<file path="src/rtl/switch_bounce_generator_if.sv">
// Command/observation bundle for switch_bounce_generator.
// master: drives cmd_valid/cmd_level, observes cmd_ready, bounce_out, busy, last_bounce_cycles.
// slave:  the generator side; cmd_ready is the only backpressure (low while a burst or hold runs).
interface switch_bounce_generator_if #(
  parameter int STAT_BITS = 24
);
  logic                 cmd_valid;
  logic                 cmd_ready;
  logic                 cmd_level;
  logic                 bounce_out;
  logic                 busy;
  logic [STAT_BITS-1:0] last_bounce_cycles;

  modport master (
    output cmd_valid,
    output cmd_level,
    input  cmd_ready,
    input  bounce_out,
    input  busy,
    input  last_bounce_cycles
  );

  modport slave (
    input  cmd_valid,
    input  cmd_level,
    output cmd_ready,
    output bounce_out,
    output busy,
    output last_bounce_cycles
  );
endinterface

</file>
<file path="src/rtl/switch_bounce_generator.sv">
// Turns clean level-change commands into a deterministic bouncing switch waveform (2*BOUNCE_PULSES+1 edges).
// Latency: first edge one clock after acceptance; later edges one interval apart; HOLD_CYCLES settle before next command.
// Backpressure: cmd_ready is high only in IDLE; commands in BOUNCE/HOLD wait. Define SWITCH_BOUNCE_GEN_RANDOM_EN for LFSR intervals.
//
// Ports: clock, reset (async, active-high), cmd (slave modport): cmd_valid/cmd_ready/cmd_level command handshake,
//        bounce_out registered switch output, busy (BOUNCE or HOLD), last_bounce_cycles first-to-final-edge span.
module switch_bounce_generator #(
  parameter bit          INITIAL_LEVEL         = 1'b0,
  parameter int          BOUNCE_PULSES         = 3,
  parameter int          FIXED_INTERVAL_CYCLES = 100,
  parameter int          INTERVAL_BITS         = 8,
  parameter logic [15:0] LFSR_SEED             = 16'hACE1,
  parameter int          HOLD_CYCLES           = 1000,
  parameter int          STAT_BITS             = 24
) (
  input  logic                     clock,
  input  logic                     reset,
  switch_bounce_generator_if.slave cmd
);

  localparam int RAND_MAX = 1 << INTERVAL_BITS;
  localparam int INT_MAX  = (FIXED_INTERVAL_CYCLES > RAND_MAX) ? FIXED_INTERVAL_CYCLES : RAND_MAX;
  localparam int INT_W    = $clog2(INT_MAX + 1);
  localparam int HOLD_W   = $clog2(HOLD_CYCLES + 1);
  localparam int EDGE_W   = 9;  // holds 2*255

  localparam logic [STAT_BITS-1:0] SPAN_MAX = {STAT_BITS{1'b1}};

  // Reject parameter sets the datapath cannot represent.
  if (FIXED_INTERVAL_CYCLES < 1 || HOLD_CYCLES < 1 || BOUNCE_PULSES < 0 ||
      BOUNCE_PULSES > 255 || LFSR_SEED == 16'h0000) begin : g_bad_params
    $error("switch_bounce_generator: illegal parameter value");
  end

  typedef enum logic [1:0] {
    IDLE,
    BOUNCE,
    HOLD
  } state_t;

  state_t               state;
  logic [INT_W-1:0]     int_cnt;
  logic [EDGE_W-1:0]    edges_left;
  logic [HOLD_W-1:0]    hold_cnt;
  logic [STAT_BITS-1:0] span_cnt;
  logic [STAT_BITS-1:0] span_inc;
  logic [INT_W-1:0]     interval_load;
  logic                 accept_go;
  logic                 int_expire;

  // Only a command that actually changes the level starts a burst; matching levels are consumed in place.
  assign accept_go  = (state == IDLE) && cmd.cmd_ready && cmd.cmd_valid &&
                      (cmd.cmd_level != cmd.bounce_out);
  assign int_expire = (state == BOUNCE) && (int_cnt == INT_W'(1));

  // Span saturates so a very long burst reports all-ones instead of wrapping.
  assign span_inc = (span_cnt == SPAN_MAX) ? span_cnt : span_cnt + 1'b1;

`ifdef SWITCH_BOUNCE_GEN_RANDOM_EN
  // Galois LFSR, stepped only when an interval is loaded so bursts are reproducible from reset.
  // The reload on the final edge also steps it, keeping the load pattern uniform for every edge.
  logic [15:0] lfsr;
  logic [15:0] lfsr_next;

  assign lfsr_next     = lfsr[0] ? ((lfsr >> 1) ^ 16'hB400) : (lfsr >> 1);
  assign interval_load = INT_W'({1'b0, lfsr[INTERVAL_BITS-1:0]} + 1'b1);

  always_ff @(posedge clock or posedge reset) begin
    if (reset) begin
      lfsr <= LFSR_SEED;
    end else if (accept_go || int_expire) begin
      lfsr <= lfsr_next;
    end
  end
`else
  assign interval_load = INT_W'(FIXED_INTERVAL_CYCLES);
`endif

  // Interval counter counts down to 1: an edge at clock E with load I puts the next edge at E+I.
  // Span is cleared on the first edge and counts BOUNCE clocks, so at the final edge it equals the edge distance.
  always_ff @(posedge clock or posedge reset) begin
    if (reset) begin
      state                  <= IDLE;
      cmd.bounce_out         <= INITIAL_LEVEL;
      cmd.cmd_ready          <= 1'b0;
      cmd.busy               <= 1'b0;
      cmd.last_bounce_cycles <= '0;
      int_cnt                <= '0;
      edges_left             <= '0;
      hold_cnt               <= '0;
      span_cnt               <= '0;
    end else begin
      case (state)
        IDLE: begin
          cmd.cmd_ready <= 1'b1;
          if (accept_go) begin
            cmd.bounce_out <= ~cmd.bounce_out;
            edges_left     <= EDGE_W'(2 * BOUNCE_PULSES);
            int_cnt        <= interval_load;
            span_cnt       <= '0;
            cmd.cmd_ready  <= 1'b0;
            cmd.busy       <= 1'b1;
            if (BOUNCE_PULSES == 0) begin
              cmd.last_bounce_cycles <= '0;
              hold_cnt               <= HOLD_W'(HOLD_CYCLES);
              state                  <= HOLD;
            end else begin
              state <= BOUNCE;
            end
          end
        end

        BOUNCE: begin
          span_cnt <= span_inc;
          if (int_expire) begin
            cmd.bounce_out <= ~cmd.bounce_out;
            edges_left     <= edges_left - 1'b1;
            int_cnt        <= interval_load;
            if (edges_left == EDGE_W'(1)) begin
              cmd.last_bounce_cycles <= span_inc;
              hold_cnt               <= HOLD_W'(HOLD_CYCLES);
              state                  <= HOLD;
            end
          end else begin
            int_cnt <= int_cnt - 1'b1;
          end
        end

        HOLD: begin
          if (hold_cnt == HOLD_W'(1)) begin
            cmd.cmd_ready <= 1'b1;
            cmd.busy      <= 1'b0;
            state         <= IDLE;
          end else begin
            hold_cnt <= hold_cnt - 1'b1;
          end
        end

        default: state <= IDLE;
      endcase
    end
  end

endmodule

</file>
<file path="src/flat_wrapper.sv">
// flat-port wrapper written by rule: the top's interface ports become plain ports
module switch_bounce_generator_flat 
#(
  parameter bit          INITIAL_LEVEL         = 1'b0,
  parameter int          BOUNCE_PULSES         = 3,
  parameter int          FIXED_INTERVAL_CYCLES = 100,
  parameter int          INTERVAL_BITS         = 8,
  parameter logic [15:0] LFSR_SEED             = 16'hACE1,
  parameter int          HOLD_CYCLES           = 1000,
  parameter int          STAT_BITS             = 24
)
  (clock, reset, cmd_cmd_valid, cmd_cmd_level, cmd_cmd_ready, cmd_bounce_out, cmd_busy, cmd_last_bounce_cycles);
  switch_bounce_generator_if #(.STAT_BITS(STAT_BITS)) cmd_i ();
  input  logic clock;
  input  logic reset;
  input wire logic [$bits(cmd_i.cmd_valid)-1:0] cmd_cmd_valid;
  input wire logic [$bits(cmd_i.cmd_level)-1:0] cmd_cmd_level;
  output wire logic [$bits(cmd_i.cmd_ready)-1:0] cmd_cmd_ready;
  output wire logic [$bits(cmd_i.bounce_out)-1:0] cmd_bounce_out;
  output wire logic [$bits(cmd_i.busy)-1:0] cmd_busy;
  output wire logic [$bits(cmd_i.last_bounce_cycles)-1:0] cmd_last_bounce_cycles;
  assign cmd_i.cmd_valid = cmd_cmd_valid;
  assign cmd_i.cmd_level = cmd_cmd_level;
  assign cmd_cmd_ready = cmd_i.cmd_ready;
  assign cmd_bounce_out = cmd_i.bounce_out;
  assign cmd_busy = cmd_i.busy;
  assign cmd_last_bounce_cycles = cmd_i.last_bounce_cycles;
  switch_bounce_generator #(.INITIAL_LEVEL(INITIAL_LEVEL), .BOUNCE_PULSES(BOUNCE_PULSES), .FIXED_INTERVAL_CYCLES(FIXED_INTERVAL_CYCLES), .INTERVAL_BITS(INTERVAL_BITS), .LFSR_SEED(LFSR_SEED), .HOLD_CYCLES(HOLD_CYCLES), .STAT_BITS(STAT_BITS)) u_core (.clock(clock), .reset(reset), .cmd(cmd_i));
endmodule
</file>
<file path="config.mk">
export PLATFORM = sky130hd
export DESIGN_NAME = switch_bounce_generator_flat
export DESIGN_NICKNAME = d
export VERILOG_FILES = /design/src/rtl/switch_bounce_generator_if.sv /design/src/rtl/switch_bounce_generator.sv /design/src/flat_wrapper.sv
export SDC_FILE = /design/constraint.sdc
export NUM_CORES = 1
export LEC_CHECK = 0
export CAP_MARGIN = 20
export CELL_PAD_IN_SITES_DETAIL_PLACEMENT = 1
export CELL_PAD_IN_SITES_GLOBAL_PLACEMENT = 2
export CORE_MARGIN = 2
export CORE_UTILIZATION = 40
export DETAILED_ROUTE_END_ITERATION = 16
export PLACE_DENSITY_LB_ADDON = 0.25
export SYNTH_ARGS = -nofsm -noshare
export SYNTH_HDL_FRONTEND = slang
export SYNTH_SLANG_ARGS = --single-unit
</file>
<file path="constraint.sdc">
create_clock -name clock -period 7.1 [get_ports clock]
set_input_delay 1.42 -clock clock [delete_from_list [all_inputs] [get_ports clock]]
set_output_delay 1.42 -clock clock [all_outputs]
set_load 0.02 [all_outputs]
</file>
==> reports/qor.txt, run 1 <==
Setup-failing EPs final -> 0
Post-DR vias/cell -> 5.77
Placeable Area -> 10700 um^2
Main synth FF type -> dfrtp_1
Mean post-synth cell area -> 9.19 um^2
FMAX -> 326 MHz
Most frequent cells in the layout -> 81 x dfrtp_1, 43 x nand2_1, 42 x nor2_1
Post-CTS Hold Fix Bufs -> 0
Die width -> 109 um
TritonCTS Sinks -> 81
Setup_tns -> 0 ps
Num ports -> 31
Num CTS Buffers -> 9
Post-layout total power -> 810 uW
Post-synth cell types -> 55
Critical Path AT -> 3330 ps
Largest family of logic cells by synthesized area -> simple AND/OR/NAND/NOR gates
Register area share after synthesis -> 46.2%
Peak per-stage delay on the critical path -> 470 ps
Row count -> 38
Top Metal Used -> met4
Worst-Skew Late Latency -> 360 ps
Initial antenna violation count -> 0
Adder-cell share of the synthesized area -> 2.00%
Maximum VDD drop -> 0.000112 V
Die area -> 11800 um^2
Synth Area in XOR/XNOR -> 6.19%
Final period util -> 43.2%
N_diodes -> 0
Mapped Cells -> 477
Pwr Density -> 163 nW/um^2
Number of routed nets with antenna violations -> 0
RSZ-0062 raised after global routing -> no
Worst Hold Class -> register to register
Setup Crit Path Kind -> input port to register
Register bit total from synthesis -> 81
Cell area after synthesis -> 4380 um^2
Final Net Count -> 506
PnR worst setup slack -> 4030 ps
Met2 Wirelength -> 5150 um
Share of Yosys cell area claimed by the top area cell type -> 46.2%
Longest Clk Path Bufs -> 2
Worst Reg2Reg Path Length in Cells -> 6
Total track usage -> 21.2%
Global-route wire length before repair -> 19500 um
Compound-cell area share of the yosys netlist -> 17.7%
WL met3 -> 332 um
R2R Path Start -> u_core.span_cnt[0]
Fin Clk Skew -> 10.6 ps
Routed WL -> 11500 um
H-tree levels -> 3
CP Data Required Time -> 7360 ps
FF-to-FF setup slack -> 4250 ps
Synth area leaders -> dfrtp_1 46%, a21oi_1 4.2%, o21ai_0 3.8%
Residual DRC -> 0
Crit. End Element -> register
Final min period -> 3070 ps
Setup bufs post-CTS -> 0
Worst Hold End -> u_core.cmd.last_bounce_cycles[18]
DR WL/cell -> 17.9 um
Vias in the first global route -> 3784
GP Congestion -> 0.834
EDFF count, synth -> 0
Synth warn -> 0
Max Transition Viols Final -> 0
Area leader, netlist -> dfrtp_1
Hold Fails Final Rpt -> 0
Most common cell after layout, fill and taps aside -> dfrtp_1
Critical path, cell by cell -> clkdlybuf4s50_1 > xor2_1 > a31oi_1 > nor2_1 > buf_4 > o21ai_0 > a22o_1
1st-pass router iterations -> 4
Worst R2R End -> u_core.span_cnt[18]
Status -> finished, final reports clean
Layout area overhead -> 13.3%
Post-DP HPWL -> 7950 um
Synth Area in Simple Gates -> 22.6%
Pin count of the biggest net entering global routing -> 46
Leakage -> 0.00205 uW
Hold Path Cell Cnt -> 2
Initial core utilization -> 40.8%
Fin util -> 46.2%
Die H -> 109 um
Fraction of layout cells with a size suffix above 1 -> 6.81%
Post-cts sizing count -> 0
CTS tree -> yes
Async set-reset flop share out of synthesis -> 100%
Area after DPL -> 4780 um^2
CTS root buf -> clkbuf_8
DR vias -> 3688
Startpoint Class -> input port
Detailed-routing wirelength on met1 -> 5810 um
Final instance area -> 4970 um^2
Worst slew margin -> 41.3%
Total grt overflow -> 0
CTS clk-pin slew, worst paths -> 90 ps
HP Start -> u_core.cmd.last_bounce_cycles[18]
Max-cap viol count -> 0
Least-Margin Pin Slew -> 881 ps
Post-synthesis net count -> 488
DRT iter0 DRCs -> 165
Multiplexer area fraction after synthesis -> 1.40%
Place WS -> 3640 ps
Max FO, Critical Path -> 20
IO Port Bufs -> 30
Slowest CP cell -> clkdlybuf4s50_1
flip-flops by register name, summed over array words and instances, names as in the netlist:
name / cells
u_core.cmd.last_bounce_cycles: 24
u_core.span_cnt: 24
u_core.hold_cnt: 10
u_core.edges_left: 9
u_core.int_cnt: 9
u_core.state: 2
u_core.cmd.bounce_out: 1
u_core.cmd.busy: 1
u_core.cmd.cmd_ready: 1
metal layers:
| metal | GRT usage, % | vias to the layer above |
|---|---|---|
| met5 | 0 | - |
| li1 | - | 1775 |
| met4 | 7.23 | 0 |
| met2 | 33.1 | 51 |
| met3 | 2.45 | 12 |
| met1 | 30.6 | 1850 |
how the worst max path moves through the flow:
stage,cells past startpoint,slack [ps],endpoint,from
after global routing,6,3790,u_core.edges_left[6],cmd_cmd_level
after CTS,6,4020,u_core.span_cnt[0],cmd_cmd_level
after global placement,6,3700,u_core.int_cnt[6],cmd_cmd_level
after detailed placement,7,3640,u_core.span_cnt[12],cmd_cmd_level
final,7,4030,u_core.span_cnt[12],cmd_cmd_level
after floorplan,1,3600,u_core.cmd.bounce_out,reset
power by group:
part | leakage [uW] | switching [uW] | total (uW) | internal [uW]
combinational | 0.000944 | 9.76 | 11.8 | 2.00
clock | 0.0000844 | 178 | 338 | 160
sequential | 0.00102 | 0 | 461 | 461
Yosys cell counts, types with 9 or more instances:
library cell  number
dfrtp_1           81
a31oi_1           15
nor4_1            10
nand2_1           43
xnor2_1           18
o21ai_0           33
nor3_1            15
buf_2              9
clkbuf_1          16
xor2_1            13
a21oi_1           37
inv_1             12
nand3_1           19
nand4_1           15
nor2_1            42
area by class of cell:
class / instances / area (um^2)
fillers: 1251 / 5780
multi-input cells: 356 / 2200
flip-flops and latches: 81 / 2030
repair buffers: 35 / 338
well taps: 140 / 175
clock buffers: 10 / 128
clock inverters: 5 / 57.6
inverters: 12 / 46.3
through the flow:
step / hold WS, ps / std cells
final: 486 / 639
after global routing: 517 / 639
after CTS: 494 / 639
after detailed placement: 476 / 624
after global placement: 465 / 624
after floorplan: 441 / 477
worst max-delay path, delay by kind of cell:
family	cells	cell delay (ps)
buffers and inverters	2	750
AO/OA/AOI/OAI	3	750
XOR/XNOR	1	220
AND/OR/NAND/NOR	1	170
cells by family (layout without fill, tap and decap cells):
group,count (synthesis),after routing
and+or+nand+nor,187,187
AOI/OAI and AO/OA,125,125
DFF,81,81
buffers and inverters,40,62
xor gates and xnor gates,31,31
adders and majority gates,7,7
muxes,6,6
(Power assumes the default switching activity.)
==> inputs of run 2 (changes only) <==
--- a/config.mk
+++ b/config.mk
@@ -9,7 +9,7 @@
 export CELL_PAD_IN_SITES_DETAIL_PLACEMENT = 1
 export CELL_PAD_IN_SITES_GLOBAL_PLACEMENT = 2
 export CORE_MARGIN = 2
-export CORE_UTILIZATION = 40
+export CORE_UTILIZATION = 37
 export DETAILED_ROUTE_END_ITERATION = 16
 export PLACE_DENSITY_LB_ADDON = 0.25
 export SYNTH_ARGS = -nofsm -noshare
==> constraint.sdc (replaced) <==
create_clock -name clock -period 2.85 [get_ports clock]
set_input_delay 0.57 -clock clock [delete_from_list [all_inputs] [get_ports clock]]
set_output_delay 0.57 -clock clock [all_outputs]
set_load 0.02 [all_outputs]
==> run 2 against run 1 <==
Against the previous run: global-route usage is 1.8 points lower; final cell count is 1.7% higher; critical path depth is 1 lower; wire length is 0.66% higher; largest cell class unchanged; hold slack better by 7.8 ps; clock skew is 4.3 ps lower; core utilization is 1.2 points lower; die area is 7.8% higher; power grew to 3.0 times the previous value; worst setup slack worse by 3600 ps; critical endpoint is now u_core.cmd.last_bounce_cycles[23]; first-iteration DRC count is 30% lower; non-clock buffer count is 7 higher.
==> reports/qor.txt, run 2 (synthesis gave the netlist of run 1 again) <==
Fillers -> 1283
Maximum VDD drop -> 0.000299 V
Max FO, Critical Path -> 20
Net Sw Power -> 490 uW
Leakage -> 0.00216 uW
Post-CTS Hold Fix Bufs -> 0
Layout area overhead -> 17.7%
TritonCTS Sinks -> 81
Pin count of the biggest net entering global routing -> 51
Critical path, cell by cell -> inv_1 > ha_1 > or4b_1 > or2_4 > or3_1 > o31ai_2
CP Data Required Time -> 3110 ps
Met1 Resource Use GR -> 27.4%
Setup_tns -> 0 ps
Residual DRC -> 0
Row count -> 39
Setup Crit Path Kind -> register to register
Final period util -> 83.1%
Number of routed nets with antenna violations -> 0
Die area -> 12700 um^2
Internal -> 1910 uW
Worst Hold Class -> register to register
DRT iter0 DRCs -> 115
Peak per-stage delay on the critical path -> 580 ps
Flop pwr share -> 48.0%
Post-DR vias/cell -> 5.76
Critical Path AT -> 2620 ps
Fin Clk Skew -> 6.30 ps
Status -> finished, final reports clean
Worst Reg2Reg Path Length in Cells -> 6
HP Start -> u_core.int_cnt[8]
Vias in the first global route -> 3712
Placeable Area -> 11500 um^2
Longest Clk Path Bufs -> 2
Post-layout total power -> 2400 uW
Die width -> 113 um
Routed WL -> 11500 um
Crit path buf inv count -> 1
GP Congestion -> 0.811
Post-cts sizing count -> 0
1st-pass router iterations -> 5
Die H -> 113 um
Total grt overflow -> 0
CTS root buf -> clkbuf_16
Most common cell after layout, fill and taps aside -> dfrtp_1
Top flop regs -> u_core.cmd.last_bounce_cycles x24, u_core.span_cnt x24, u_core.hold_cnt x10
Delay-heaviest family, CP -> simple AND/OR/NAND/NOR gates
Worst slew margin -> 41.8%
Max Transition Viols Final -> 0
Final Net Count -> 513
CTS tree -> yes
Most frequent cells in the layout -> 81 x dfrtp_1, 43 x nand2_1, 42 x nor2_1
FMAX -> 422 MHz
Initial antenna violation count -> 0
CTS clk-pin slew, worst paths -> 60 ps
Comb pwr share -> 1.3%
Pwr Density -> 464 nW/um^2
Startpoint Class -> register
Worst-Skew Late Latency -> 340 ps
RSZ-0062 raised after global routing -> no
Slowest CP cell -> or3_1
Sw frac -> 20.4%
Setup-failing EPs final -> 0
Clk pwr share -> 50.7%
Worst R2R End -> u_core.cmd.last_bounce_cycles[23]
Global Route met2 Usage -> 29.7%
Max-cap viol count -> 0
GR peak layer -> met2
IO Port Bufs -> 30
Least-Margin Pin Slew -> 866 ps
Fraction of layout cells with a size suffix above 1 -> 8.09%
Initial core utilization -> 38.2%
Crit. End Element -> register
Hold Fails Final Rpt -> 0
Global-route wire length before repair -> 19600 um
Post-DP HPWL -> 7920 um
N_diodes -> 0
Num ports -> 31
Setup bufs post-CTS -> 0
H-tree levels -> 3
Worst Hold End -> u_core.int_cnt[8]
Hold Path Cell Cnt -> 1
Final min period -> 2370 ps
FF-to-FF setup slack -> 480 ps
DR WL/cell -> 17.7 um
Num CTS Buffers -> 9
Total track usage -> 19.4%
Global Route met3 Usage -> 3.43%
R2R Path Start -> u_core.int_cnt[1]
DR vias -> 3747
## run 2: changes by cell type in the layout (fill, tap and decap cells not counted)
cell        delta
clkinvlp_4     -3
clkbuf_16      +9
clkbuf_8       -6
buf_4          +6
buf_12         +1
clkbuf_1       +1
## run 2: stage by stage
stage / utilization, % / hold slack (ps) / cells / area, um^2 / worst slack [ps]
after CTS: 45.0 / 488 / 650 / 5160 / 482
after detailed placement: 42.3 / 471 / 634 / 4850 / 437
final: 45.0 / 494 / 650 / 5160 / 482
after global placement: 42.3 / 472 / 634 / 4850 / 492
after global routing: 45.0 / 500 / 650 / 5160 / 294
after floorplan: - / 441 / 477 / 4380 / 200
## run 2: layout make-up
type	instances	area, um^2	share of cell area (%)
Tap cell	143	179	3.47
Multi-Input combinational cell	356	2200	42.6
Inverter	12	46.3	0.897
Sequential cell	81	2030	39.3
Clock inverter	2	35.0	0.679
Timing Repair Buffer	42	403	7.81
Clock buffer	14	274	5.31
## run 2: worst max path at each step
stage	startpoint	to	slack (ps)	depth (start not counted)
detailed placement	cmd_cmd_level	u_core.span_cnt[15]	440	7
global route	u_core.int_cnt[1]	u_core.hold_cnt[2]	290	7
global placement	cmd_cmd_level	u_core.span_cnt[15]	490	7
finish	u_core.int_cnt[1]	u_core.cmd.last_bounce_cycles[23]	480	6
floorplan	reset	u_core.cmd.bounce_out	200	1
CTS	u_core.int_cnt[1]	u_core.cmd.last_bounce_cycles[23]	480	6
## run 2: power by group through the flow
stage	clock, uW	sequential [uW]	combinational, uW
floorplan	0	1170	17.4
global placement	0	1170	32.6
detailed placement	0	1170	32.9
CTS	1250	1150	32.8
global route	1300	1150	35.5
finish	1220	1150	30.2
## run 2: metal layers
layer  routed length (um)  vias to the layer above
li1                     -                     1800
met1                 5560                     1863
met2                 5380                       74
met3                  418                       10
met4                  173                        0
met5                    0                        -
